**config.mk**
```make
export PLATFORM = sky130hd
export DESIGN_NAME = mem_port_arbiter
export DESIGN_NICKNAME = d
export VERILOG_FILES = /design/src/rtl/mem_port_arbiter.sv
export SDC_FILE = /design/constraint.sdc
export NUM_CORES = 1
export LEC_CHECK = 0
export ABC_AREA = 1
export CORE_AREA = 2 2 80 82
export DETAILED_ROUTE_END_ITERATION = 7
export DIE_AREA = 0 0 82 84
export GPL_TIMING_DRIVEN = 0
export PLACE_DENSITY = 0.83
export RECOVER_POWER = 50
export SYNTH_ARGS = -nofsm -noshare
export SYNTH_HDL_FRONTEND = slang
export SYNTH_SLANG_ARGS = --single-unit
```
**constraint.sdc**
```tcl
create_clock -name clk -period 5.09 [get_ports clk]
set_input_delay 1.527 -clock clk [delete_from_list [all_inputs] [get_ports clk]]
set_output_delay 1.527 -clock clk [all_outputs]
set_load 0.05 [all_outputs]
```
**src/rtl/mem_port_arbiter.sv**
```systemverilog
// mem_port_arbiter: shares one memory port between instruction fetch (A) and load/store (B), one transaction at a time
module mem_port_arbiter #(
    parameter int ADDR_W   = 16,
    parameter int DATA_W   = 16,
    parameter int MASK_W   = 2,
    parameter int MAX_SKIP = 3
) (
    input  logic              clk,
    input  logic              reset_n,
    input  logic              read_a,
    input  logic [ADDR_W-1:0] address_a,
    output logic              resp_a,
    output logic [DATA_W-1:0] rdata_a,
    input  logic              read_b,
    input  logic              write_b,
    input  logic [MASK_W-1:0] wmask_b,
    input  logic [ADDR_W-1:0] address_b,
    input  logic [DATA_W-1:0] wdata_b,
    output logic              resp_b,
    output logic [DATA_W-1:0] rdata_b,
    output logic              mem_read,
    output logic              mem_write,
    output logic [MASK_W-1:0] mem_wmask,
    output logic [ADDR_W-1:0] mem_address,
    output logic [DATA_W-1:0] mem_wdata,
    input  logic              mem_resp,
    input  logic [DATA_W-1:0] mem_rdata
);
    typedef enum logic [1:0] {IDLE, BUSY_A, BUSY_B, RECOVER} state_t;
    localparam int SKIP_W = $clog2(MAX_SKIP + 1);

    state_t              state, state_nx;
    logic [SKIP_W-1:0]   skip_cnt, skip_nx;
    logic [ADDR_W-1:0]   lat_address;
    logic [DATA_W-1:0]   lat_wdata;
    logic [MASK_W-1:0]   lat_wmask;
    logic                lat_write;
    logic                req_a, req_b, grant_a, grant_b, busy_a, busy_b, busy;

    assign req_a   = read_a;
    assign req_b   = read_b | write_b;
    assign grant_a = (state == IDLE) && req_a && (!req_b || skip_cnt == SKIP_W'(MAX_SKIP));
    assign grant_b = (state == IDLE) && req_b && !grant_a;
    assign busy_a  = (state == BUSY_A);
    assign busy_b  = (state == BUSY_B);
    assign busy    = busy_a | busy_b;

    // next state and starvation count; the count only moves on a grant
    always_comb begin
        state_nx = state;
        skip_nx  = skip_cnt;
        case (state)
            IDLE: begin
                if (grant_a) begin
                    state_nx = BUSY_A;
                    skip_nx  = '0;
                end else if (grant_b) begin
                    state_nx = BUSY_B;
                    skip_nx  = req_a ? skip_cnt + SKIP_W'(1) : skip_cnt;
                end
            end
            BUSY_A, BUSY_B: state_nx = mem_resp ? RECOVER : state;
            default:        state_nx = IDLE;
        endcase
    end

    // state register plus the winner's request captured on the granting edge
    always_ff @(posedge clk or negedge reset_n) begin
        if (!reset_n) begin
            state       <= IDLE;
            skip_cnt    <= '0;
            lat_address <= '0;
            lat_wdata   <= '0;
            lat_wmask   <= '0;
            lat_write   <= 1'b0;
        end else begin
            state    <= state_nx;
            skip_cnt <= skip_nx;
            if (grant_a) begin
                lat_address <= address_a;
                lat_wdata   <= '0;
                lat_wmask   <= '0;
                lat_write   <= 1'b0;
            end else if (grant_b) begin
                lat_address <= address_b;
                lat_wdata   <= wdata_b;
                lat_wmask   <= wmask_b;
                lat_write   <= write_b;
            end
        end
    end

    assign mem_read    = busy & ~lat_write;
    assign mem_write   = busy & lat_write;
    assign mem_address = busy ? lat_address : '0;
    assign mem_wdata   = busy ? lat_wdata : '0;
    assign mem_wmask   = busy ? lat_wmask : '0;
    assign resp_a      = busy_a & mem_resp;
    assign resp_b      = busy_b & mem_resp;
    assign rdata_a     = (busy_a && !lat_write) ? mem_rdata : '0;
    assign rdata_b     = (busy_b && !lat_write) ? mem_rdata : '0;
endmodule

```
==> flow_metrics.py <==
metrics = {
    "cts": {
        "cts-hold-fix-buffers": 0,
        "clkSlewWorstSetupHoldPaths_ps": 70,
        "root_driver": "clkbuf_8",
        "total_clock_sinks": 39,
        "clock_insertion_delay_worst_skew_ps": 290,
        "total_number_of_h_tree_levels": 2,
        "post_cts_resize_count": 0,
        "postCtsSetupBuffers": 0,
        "numCtsBuffers": 5,
        "cts_max_path_buffers": 2,
        "clock_tree_from_tritoncts": "built",
    },
    "detailed_routing": {
        "routed-via-count": 2660,
        "detail_route.drc_violations": 0,
        "antenna_violating_nets_post_route": 0,
        "drt-vias-per-instance": 4.691,
        "wl_per_cell_um": 12.85,
        "totalWireLength_um": 7288,
        "drtIter0Drc": 62,
        "firstDrtPassIters": 4,
    },
    "logic_synthesis": {
        "yosysWarningCount": 0,
        "post-synth-top-count-cell": "nand2_1",
        "ys_dominant_reg_cell": "dfrtp_1",
        "synth-edff-count": 0,
        "mapped_area_um2": 2313,
        "synthDominantCellAreaShare": 0.4218,
        "synth_cells": 341,
        "yosys.area.top_type": "dfrtp_1",
        "netlist-cell-type-count": 18,
        "netlist_top_cells_count": "nand2_1 (104), inv_1 (61), nand3_1 (51), dfrtp_1 (39), nor2_1 (33)",
        "async_set_or_reset_register_ratio_after_synthesis": 1.000,
        "avgSynthCellArea_um2": 6.784,
        "yosys_register_bits": 39,
        "syn_nets": 419,
        "synthTopCellsByArea": "dfrtp_1 (42%), nand2_1 (17%), nand3_1 (11%)",
        "sequential_cell_area_fraction_in_the_yosys_report": 0.4218,
    },
    "sta": {
        "rsz0062_at_grt": "false",
        "tns_ps": 0,
        "final-setup-viol-count": 0,
        "worst_pin_slew_ps": 2152,
        "fmax_mhz": 217.9,
        "final-hold-violation-count": 0,
        "fin_worst_skew_ps": 13.84,
        "min_period_ps": 4589,
        "timing.slew.headroom": -0.4349,
        "timing.final.crit_share": 0.9015,
        "post-route-worst-setup-slack_ps": 501.5,
        "slew_violations": 40,
    },
    "grt": {
        "first_global_vias": 2623,
        "grt_first_pass_wirelength_um": 11570,
        "total_grt_overflow": 0,
        "antenna_found_initial": 0,
        "total_routing_resource_utilization_after_global_routing": 0.2125,
        "grt_max_degree": 40,
    },
    "layout": {
        "num_antenna_cells": 0,
        "fin_cells": 567,
        "finish.instance_area_um2": 3875,
        "area_added_between_synthesis_and_finish_pct": 67.50,
        "drive_above_1_share": 0.04082,
        "design.final.nets": 567,
        "fillerInstances": 558,
    },
    "worst_setup_path": {
        "largest_fanout_on_the_critical_path": 2,
        "worstSetupStartpoint": "mem_rdata[9]",
        "timing_worst_setup_path_type": "input pin to output port",
        "worstPathCellList": "clkdlybuf4s50_1 -> inv_1 -> nor2_1 -> clkdlybuf4s50_1",
        "critPathMaxStageDelay_ps": 840,
        "timing.critical_path.required_ps": 3560,
        "rr_worst_depth": 9,
        "worst_setup_path_start_kind": "input pin",
        "worst_setup_path_endpoint": "rdata_b[9]",
        "reg2reg_setup_slack_ps": 2910,
        "timing.critical_path.to_type": "output port",
        "crit_path_top_delay_cell": "clkdlybuf4s50_1",
        "cp_common_cell": "clkdlybuf4s50_1",
        "worstReg2RegEnd": "lat_address[14]$_DFFE_PN0P_",
        "regToRegStartpoint": "state[0]$_DFFE_PN0P_",
        "worst_ep_arrival_time_ps": 3060,
    },
    "hold_path": {
        "hold_path.class": "register to register",
    },
    "outcome": {
        "violations": "capacitance limit, slew limit",
        "run_status": "finished with violations",
    },
    "placement": {
        "hpwl_after_detailed_placement_um": 5782,
        "place.detailed.instances": 559,
        "place_congestion": 0.7962,
        "place_worst_setup_slack_ps": 504.9,
        "post_dp_cell_area_um2": 3816,
        "numPortBuffers": 141,
    },
    "power": {
        "total_power_w": 0.002817,
        "maximum_vdd_drop_v": 0.0004496,
        "p_per_area_nw_per_um2": 726.9,
        "leakagePower_nw": 1.996,
    },
    "job": {
        "cap_viol_max_count": 1,
    },
    "floorplanning": {
        "placeable_area_um2": 6096,
        "floorplan.initialDensity": 0.3795,
        "top_level_ports": 142,
        "fp.dieArea_um2": 6888,
        "fp-row-count": 29,
        "die_x_um": 82,
        "die_height_um": 84,
    },
}
[metal layers]
| layer | vias up | global-route usage | share of wire |
|---|---|---|---|
| met3 | 6 | 0.04437 | 0.085 |
| met4 | 0 | 0.04848 | 0.0086 |
| met5 | - | 0 | 0 |
| met2 | 118 | 0.4065 | 0.52 |
| li1 | 1321 | - | - |
| met1 | 1215 | 0.2308 | 0.39 |
[cells in the final DEF (no fill, tap or decap)]
cell               n
o21ai_0            2
nor2_1            33
clkdlybuf4s50_1  139
a21oi_1           21
nand2_1          105
inv_2              1
or2_2              1
o21ai_4            1
o21ai_1            1
nand3_1           51
ha_1               6
clkbuf_8           5
buf_2              7
clkinvlp_2         1
dfrtp_1           39
dlygate4sd3_1      1
clkinv_2           1
buf_4              2
clkinvlp_4         1
clkbuf_1          11
inv_1             61
[flip-flops by register name, summed over array words and instances, names as in the netlist]
name         count
lat_address     16
lat_wdata       16
lat_wmask        2
skip_cnt         2
state            2
lat_write        1
[worst min path at each step]
stage	from	end	slack, ps	depth (start not counted)
floorplan	skip_cnt[0]$_DFFE_PN0P_	skip_cnt[0]$_DFFE_PN0P_	450	1
global placement	skip_cnt[0]$_DFFE_PN0P_	skip_cnt[0]$_DFFE_PN0P_	460	1
detailed placement	skip_cnt[0]$_DFFE_PN0P_	skip_cnt[0]$_DFFE_PN0P_	480	1
CTS	skip_cnt[0]$_DFFE_PN0P_	skip_cnt[0]$_DFFE_PN0P_	510	1
global route	skip_cnt[0]$_DFFE_PN0P_	skip_cnt[0]$_DFFE_PN0P_	520	1
finish	skip_cnt[0]$_DFFE_PN0P_	skip_cnt[0]$_DFFE_PN0P_	500	1
[worst max-delay path: cells and delay by family]
kind / cells / cell delay (ps)
buffers and inverters: 3 / 1340
AND/OR/NAND/NOR: 1 / 190
[cell families (layout without fill, tap and decap cells)]
logic type      count (synthesis)  in the layout  share of synthesized area
buf+inv                        81            230                     0.1471
simple gates                  190            190                     0.3380
fa+ha+maj                       6              6                    0.03245
compound gates                 25             25                    0.06058
flops                          39             39                     0.4219
[per-stage QoR]
step	util	hold slack, ps
global placement	0.6268	461.5
CTS	0.6400	510.4
floorplan	-	447.2
global route	0.6357	523.8
finish	0.6357	503.9
detailed placement	0.6260	484.1
[final cells by class]
type | count | area [µm²] | share of cell area
Timing Repair Buffer | 141 | 1405 | 0.3626
Multi-Input combinational cell | 221 | 991.0 | 0.2557
Tap cell | 77 | 96.34 | 0.02486
Sequential cell | 39 | 975.9 | 0.2519
Inverter | 63 | 237.7 | 0.06135
Clock inverter | 2 | 12.51 | 0.003229
Clock buffer | 6 | 72.57 | 0.01873
Buffer | 18 | 83.83 | 0.02163
[where the power goes]
group	total (W)	leakage (nW)	internal, W	switching (W)
Clock	0.000202	0.0412	0.0000958	0.000106
Sequential	0.000547	0.484	0.000460	0.0000870
Combinational	0.00207	1.47	0.000666	0.00140
No activity file was read; power rests on OpenSTA's default activity.
